File: config.mk
export PLATFORM = sky130hd
export DESIGN_NAME = regfile_readback
export DESIGN_NICKNAME = d
export VERILOG_FILES = /design/src/rtl/regfile_readback_pkg.sv /design/src/rtl/hexTo7Seg.sv /design/src/rtl/regfile_readback.sv
export SDC_FILE = /design/constraint.sdc
export NUM_CORES = 1
export LEC_CHECK = 0
export BUFFER_PORTS_ARGS = -buffer_cell sky130_fd_sc_hd__buf_2
export CORE_MARGIN = 4
export CORE_UTILIZATION = 35
export CTS_CLUSTER_SIZE = 25
export DETAILED_ROUTE_END_ITERATION = 10
export SYNTH_ARGS = -nofsm -noshare
export SYNTH_HDL_FRONTEND = slang
export SYNTH_HIERARCHICAL = 1
export SYNTH_SLANG_ARGS = --single-unit
File: constraint.sdc
create_clock -name clk -period 2.83 [get_ports clk]
set_input_delay 0.566 -clock clk [delete_from_list [all_inputs] [get_ports clk]]
set_output_delay 0.566 -clock clk [all_outputs]
set_load 0.005 [all_outputs]
File: src/rtl/regfile_readback_pkg.sv
// -----------------------------------------------------------------------------
// regfile_readback_pkg
//   Shared definitions for the register-file readback walker:
//   - walker state encoding
//   - default bus width and the register index width
// -----------------------------------------------------------------------------
package regfile_readback_pkg;

  // Register index width: enough for R0..R15.
  localparam int IDX_W      = 4;

  // Default datapath bus width; the 7-segment mapping assumes four nibbles.
  localparam int DATA_W_DEF = 16;

  // Walker states.
  typedef enum logic [2:0] {
    ST_IDLE    = 3'd0,
    ST_SELECT  = 3'd1,
    ST_CAPTURE = 3'd2,
    ST_SHOW    = 3'd3,
    ST_DONE    = 3'd4
  } state_t;

endpackage : regfile_readback_pkg

File: src/rtl/hexTo7Seg.sv
// -----------------------------------------------------------------------------
// hexTo7Seg
//   Hex nibble to 7-segment pattern decoder (shared board-level decoder).
//   Segments are active-low, ordered {g, f, e, d, c, b, a}, matching the
//   common-anode displays on the board: "0" is 7'b100_0000.
//
// Ports:
//   hex  in  4  nibble to display
//   seg  out 7  segment pattern, active-low {g,f,e,d,c,b,a}
// -----------------------------------------------------------------------------
module hexTo7Seg (
  input  logic [3:0] hex,
  output logic [6:0] seg
);

  always_comb begin
    seg = 7'b111_1111;
    case (hex)
      4'h0: seg = 7'b100_0000;
      4'h1: seg = 7'b111_1001;
      4'h2: seg = 7'b010_0100;
      4'h3: seg = 7'b011_0000;
      4'h4: seg = 7'b001_1001;
      4'h5: seg = 7'b001_0010;
      4'h6: seg = 7'b000_0010;
      4'h7: seg = 7'b111_1000;
      4'h8: seg = 7'b000_0000;
      4'h9: seg = 7'b001_0000;
      4'hA: seg = 7'b000_1000;
      4'hB: seg = 7'b000_0011;
      4'hC: seg = 7'b100_0110;
      4'hD: seg = 7'b010_0001;
      4'hE: seg = 7'b000_0110;
      4'hF: seg = 7'b000_1110;
      default: seg = 7'b111_1111;
    endcase
  end

endmodule : hexTo7Seg

File: src/rtl/regfile_readback.sv
// -----------------------------------------------------------------------------
// regfile_readback
//   Reader side of the register-file datapath. Walks R0..R(NUM_REGS-1) one at
//   a time: drives the datapath read select, lets the bus settle for a cycle,
//   captures the bus value and shows it on four 7-segment digits. Advance is
//   by a rising edge of the step button (manual) or a dwell timer (auto).
//   The walk ends in DONE; it never wraps back to R0 on its own.
//
// Optional feature (macro READBACK_CHECKSUM_EN):
//   defined   - checksum is cleared when a walk starts and XOR-accumulates each
//               captured value; it is final and held while done=1.
//   undefined - no checksum register; checksum output is tied to zero.
//
// Parameters:
//   NUM_REGS      registers walked (2..16)
//   DWELL_CYCLES  clocks each register is shown in auto mode (>=1)
//   DATA_W        bus width (must be 16)
//
// Ports:
//   clk         in   1       system clock
//   reset       in   1       asynchronous, active-high reset
//   start       in   1       begins a walk when sampled in IDLE or DONE
//   step        in   1       synchronised button level; rising edge advances
//   auto_mode   in   1       1 = dwell-timer advance, 0 = step advance
//   rd_data     in   DATA_W  datapath bus value for the selected register
//   rd_sel      out  4       registered read select to the datapath A-mux
//   shown_data  out  DATA_W  last captured register value
//   cur_idx     out  4       index of the register currently shown
//   busy        out  1       high in SELECT, CAPTURE, SHOW
//   done        out  1       high in DONE
//   checksum    out  DATA_W  XOR of captured values (or 0, see above)
//   out0..out3  out  7       7-seg patterns for shown_data nibbles 0..3
// -----------------------------------------------------------------------------
module regfile_readback
  import regfile_readback_pkg::*;
#(
  parameter int NUM_REGS     = 16,
  parameter int DWELL_CYCLES = 50_000_000,
  parameter int DATA_W       = DATA_W_DEF
) (
  input  logic              clk,
  input  logic              reset,
  input  logic              start,
  input  logic              step,
  input  logic              auto_mode,
  input  logic [DATA_W-1:0] rd_data,
  output logic [IDX_W-1:0]  rd_sel,
  output logic [DATA_W-1:0] shown_data,
  output logic [IDX_W-1:0]  cur_idx,
  output logic              busy,
  output logic              done,
  output logic [DATA_W-1:0] checksum,
  output logic [6:0]        out0,
  output logic [6:0]        out1,
  output logic [6:0]        out2,
  output logic [6:0]        out3
);

  // Elaboration-time parameter checks.
  if (NUM_REGS < 2 || NUM_REGS > 16) begin : g_bad_num_regs
    $error("regfile_readback: NUM_REGS must be 2..16");
  end
  if (DWELL_CYCLES < 1) begin : g_bad_dwell
    $error("regfile_readback: DWELL_CYCLES must be >= 1");
  end
  if (DATA_W != 16) begin : g_bad_width
    $error("regfile_readback: DATA_W must be 16 for the 7-seg mapping");
  end

  localparam int CNT_W = (DWELL_CYCLES > 1) ? $clog2(DWELL_CYCLES) : 1;
  localparam logic [CNT_W-1:0] DWELL_LAST = CNT_W'(DWELL_CYCLES - 1);
  localparam logic [IDX_W-1:0] LAST_IDX   = IDX_W'(NUM_REGS - 1);

  state_t           state;
  logic             step_q;
  logic             step_rise;
  logic [CNT_W-1:0] dwell_cnt;
  logic             advance;

  // step_q follows step every cycle, so a held button yields a single rise
  // and a rise outside SHOW is simply lost rather than remembered.
  assign step_rise = step & ~step_q;

  // auto_mode is looked at combinationally, so a toggle inside SHOW switches
  // the advance source on the very next edge without touching the counter.
  assign advance = auto_mode ? (dwell_cnt == DWELL_LAST) : step_rise;

`ifdef READBACK_CHECKSUM_EN
  logic [DATA_W-1:0] checksum_q;
  assign checksum = checksum_q;
`else
  assign checksum = '0;
`endif

  always_ff @(posedge clk or posedge reset) begin
    if (reset) begin
      state      <= ST_IDLE;
      rd_sel     <= '0;
      cur_idx    <= '0;
      shown_data <= '0;
      busy       <= 1'b0;
      done       <= 1'b0;
      step_q     <= 1'b0;
      dwell_cnt  <= '0;
`ifdef READBACK_CHECKSUM_EN
      checksum_q <= '0;
`endif
    end else begin
      step_q <= step;

      case (state)
        // IDLE and DONE both (re)start the walk from R0 on start.
        ST_IDLE, ST_DONE: begin
          if (start) begin
            state   <= ST_SELECT;
            cur_idx <= '0;
            rd_sel  <= '0;
            busy    <= 1'b1;
            done    <= 1'b0;
`ifdef READBACK_CHECKSUM_EN
            checksum_q <= '0;
`endif
          end
        end

        // rd_sel changed on entry; give the datapath mux one cycle to settle.
        ST_SELECT: begin
          state <= ST_CAPTURE;
        end

        ST_CAPTURE: begin
          shown_data <= rd_data;
          dwell_cnt  <= '0;
          state      <= ST_SHOW;
`ifdef READBACK_CHECKSUM_EN
          checksum_q <= checksum_q ^ rd_data;
`endif
        end

        ST_SHOW: begin
          if (advance) begin
            if (cur_idx == LAST_IDX) begin
              state <= ST_DONE;
              busy  <= 1'b0;
              done  <= 1'b1;
            end else begin
              cur_idx <= cur_idx + 1'b1;
              rd_sel  <= rd_sel + 1'b1;
              state   <= ST_SELECT;
            end
          end else if (dwell_cnt != DWELL_LAST) begin
            // Saturate at the terminal count: a long manual dwell followed
            // by a switch to auto then advances immediately instead of
            // waiting for the counter to wrap.
            dwell_cnt <= dwell_cnt + 1'b1;
          end
        end

        default: begin
          state <= ST_IDLE;
        end
      endcase
    end
  end

  // Display decode is combinational from the captured value.
  hexTo7Seg u_seg0 (.hex(shown_data[3:0]),   .seg(out0));
  hexTo7Seg u_seg1 (.hex(shown_data[7:4]),   .seg(out1));
  hexTo7Seg u_seg2 (.hex(shown_data[11:8]),  .seg(out2));
  hexTo7Seg u_seg3 (.hex(shown_data[15:12]), .seg(out3));

endmodule : regfile_readback
==> summary.txt <==
Clock tree
  – CTS Root Cell: clkbuf_16
  – Buffer depth of the longest clock path: 2
  – Register clock-pin slew on the reported worst setup and hold paths: 0.07 ns
  – Post-CTS Resized: 0
  – Postcts setup bufs: 0
  – H-tree Lvls: 2
  – Number of CTS-inserted buffers: 5
  – # clock sinks: 56
  – CTS tree: done
  – Hold-fix buffers, CTS: 0
  – Worst-Skew Late Latency: 0.29 ns

Timing
  – Tmin final: 2.522 ns
  – Final setup viols: 0
  – Final Hold Viols: 0
  – Slew HR: 41.91%
  – Worst setup margin: 0.3079 ns
  – Hold slack: 0.1867 ns
  – Worst-Margin Slew: 0.8714 ns
  – Setup TNS: 0 ns
  – Max Freq: 0.3965 GHz
  – Final slew viol count: 0
  – Unrepaired setup endpoints after global routing: no
  – Worst Clk Skew: 0.005714 ns
  – Final period util: 89.12%

Setup path
  – Critical path depth in cells: 6
  – CP startpoint kind: flop
  – CP max stage delay: 0.46 ns
  – Worst Path Max Fanout: 7
  – Start of the worst register-to-register path: dwell_cnt[0]$_DFFE_PP0P_
  – Critical path buffer and inverter count: 2
  – Critical Path AT: 1.96 ns
  – CP cell instances: inv_1 -> ha_1 -> and2b_2 -> or3b_1 -> o21ai_0 -> buf_2
  – Crit Path Category: flop to output port
  – Worst Reg-to-Reg Cells: 6
  – Critical-path top delay cell: dfrtp_1
  – Cell family with most CP delay: simple AND/OR/NAND/NOR gates
  – R2R Setup Slk: 0.52 ns
  – Reg-to-Reg End: dwell_cnt[18]$_DFFE_PP0P_
  – CP Data Required Time: 2.26 ns
  – Critical path capture point type: output port

Power
  – Combinational cell fraction of total power: 52.7%
  – LEAKAGE: 2.164 nW
  – Sequential share of power: 33.8%
  – Switching share of power: 42.65%
  – Sw power: 1.952 mW
  – Clk pwr share: 13.5%
  – Pwr Total: 4.577 mW
  – Pwr/cell area: 982.3 mW/mm^2
  – Worst IR Drop VDD: 0.4642 mV
  – Pint: 2.625 mW

Floorplanning
  – Die area: 0.01349 sq mm
  – Initial core utilization: 35.85%
  – Core Box Area: 0.01142 sq mm
  – Die height: 116.2 um
  – Boundary pin count: 91
  – Die Wd: 116.2 um
  – Site row count: 39

Placement
  – Pre-CTS WS: 0.5596 ns
  – Port Buffer Count: 74
  – Routability congestion estimate: 0.8197
  – HPWL after DPL: 6893 um

Yosys
  – Yosys synthesis warning count: 6
  – Synth Cell Area: 0.004094 sq mm
  – Mean post-synth cell area: 9.390 sq um
  – EDFF count, synth: 0
  – Ys flop type: dfrtp_1
  – Seq/Total Area, Yosys: 34.23%
  – Synth cell types: 59
  – Ys async rst share: 100.0%
  – Count of state elements after synthesis: 56
  – Syn Inst Count: 436

Cells and area
  – Area Growth Syn to Fin: 13.81%
  – Fin nets: 553
  – Most common cell after layout, fill and taps aside: buf_2
  – Fillers: 1144
  – Area of the multi-input gates: 0.002417 sq mm
  – Commonest cells after routing, fill and taps aside: buf_2 (74), dfrtp_1 (56), nand2_1 (33), ha_1 (31), nor2_1 (28)
  – Antenna cell count: 0
  – Share of layout cells above drive strength 1: 24.10%
  – Reg area: 0.001401 sq mm

Drt
  – Iter 0 DRT Violations: 205
  – Post-route ant nets: 0
  – Vias per cell: 5.378
  – Wire per inst: 14.26 um
  – Final WL: 9199 um
  – Post-route DRC: 0
  – Pre-antenna DRT Iters: 5
  – Via Count: 3469

GRT
  – All-layer global routing usage: 13.58%
  – Wire length of the first global-routing pass: 15240 um
  – Largest net degree at the start of global routing: 28
  – Gr ovfl total: 0
  – Initial antenna violation count: 0
  – Number of global-route vias before repair: 3196

Outcome
  – Status: finished, final reports clean

Min path
  – Worst hold path class: input port to asynchronous set/reset pin

Flow run
  – Max_cap viols: 0
stage by stage:
step                instance area, sq um  utilization (%)  cells
detailed placement                  4511            39.50    637
global route                        4659            40.81    645
floorplan                           4150                -    451
global placement                    4511            39.50    637
CTS                                 4659            40.81    645
finish                              4659            40.81    645
worst max-delay path by stage:
stage,startpoint,end
2_1_floorplan,dwell_cnt[0]$_DFFE_PP0P_,dwell_cnt[18]$_DFFE_PP0P_
3_3_place_gp,dwell_cnt[0]$_DFFE_PP0P_,dwell_cnt[17]$_DFFE_PP0P_
5_1_grt,shown_data[5]$_DFFE_PP0P_,out1[0]
4_1_cts,shown_data[5]$_DFFE_PP0P_,out1[0]
6_report,shown_data[5]$_DFFE_PP0P_,out1[0]
3_5_place_dp,dwell_cnt[0]$_DFFE_PP0P_,dwell_cnt[17]$_DFFE_PP0P_
worst reg2reg max path: stages (launching register included):
cell and delay, ns:
dfrtp_1 0.44, ha_1 0.27, nand2_1 0.17, nor4_1 0.08
a221o_1 0.57, or4_1 0.56, a21oi_1 0.15
routing by layer:
layer / GRT usage (%) / vias to the layer above / routed length (um)
li1: - / 1701 / -
met5: 0 / - / 0
met3: 1.865 / 8 / 477
met4: 3.403 / 0 / 107
met2: 22.90 / 101 / 4390
met1: 18.49 / 1659 / 4224
layout make-up:
class                           instances  area share, %
Sequential cell                        56          30.08
Timing Repair Buffer                   83          9.398
Tap cell                              143          3.840
Inverter                               20          1.611
Clock inverter                          3         0.5102
Multi-Input combinational cell        335          51.88
Clock buffer                            5          2.685
power groups by stage:
stage | Clock, mW | Sequential (mW) | Combinational [mW]
floorplan | 0 | 1.31 | 1.89
global placement | 0 | 1.54 | 2.38
detailed placement | 0 | 1.56 | 2.43
CTS | 0.648 | 1.55 | 2.44
global route | 0.685 | 1.62 | 2.73
finish | 0.620 | 1.55 | 2.41
cell usage after synthesis (3+ instances only):
cell type / count / area share (%)
nand3_1: 17 / 2.1
and3_1: 6 / 0.92
buf_4: 16 / 2.9
a32o_1: 4 / 0.98
a22o_1: 11 / 2.4
or3_1: 10 / 1.5
nor3_1: 4 / 0.49
nand2_1: 33 / 3.0
nor4_1: 3 / 0.46
and2b_2: 3 / 0.64
ha_1: 31 / 9.5
and4_1: 3 / 0.64
o31ai_1: 3 / 0.55
nor3b_1: 4 / 0.73
nor4b_1: 4 / 0.86
clkbuf_1: 10 / 0.92
a21oi_1: 23 / 2.8
o211ai_1: 5 / 0.92
nand4_1: 10 / 1.5
buf_2: 9 / 1.1
mux2i_1: 18 / 4.4
mux4_1: 4 / 2.6
o311ai_0: 3 / 0.64
mux2_2: 19 / 5.2
buf_6: 5 / 1.4
or4_1: 4 / 0.73
or3b_1: 4 / 0.86
nor2_1: 29 / 2.7
a31oi_1: 6 / 0.92
dfrtp_1: 56 / 34
o21ai_1: 4 / 0.49
o21ai_0: 22 / 2.7
nand2b_1: 4 / 0.61
inv_1: 19 / 1.7
sequential cells by signal (all words and copies together) (netlist names):
signal and cells:
step_q 1, rd_sel 4, shown_data 16, busy 1, done 1, cur_idx 4, state 3, dwell_cnt 26
cell families (layout without fill, tap and decap cells):
kind of cell | Yosys count | count (layout) | synth area share (%)
AOI/OAI and AO/OA | 94 | 94 | 14.92
xor gates and xnor gates | 3 | 3 | 0.6419
adders and majority gates | 31 | 31 | 9.474
buffers and inverters | 60 | 111 | 8.160
DFF | 56 | 56 | 34.23
muxes | 42 | 42 | 12.47
other | 1 | 16 | 0.09160
and+or+nand+nor | 149 | 149 | 20.02
Power figures use the tool's default switching activity.
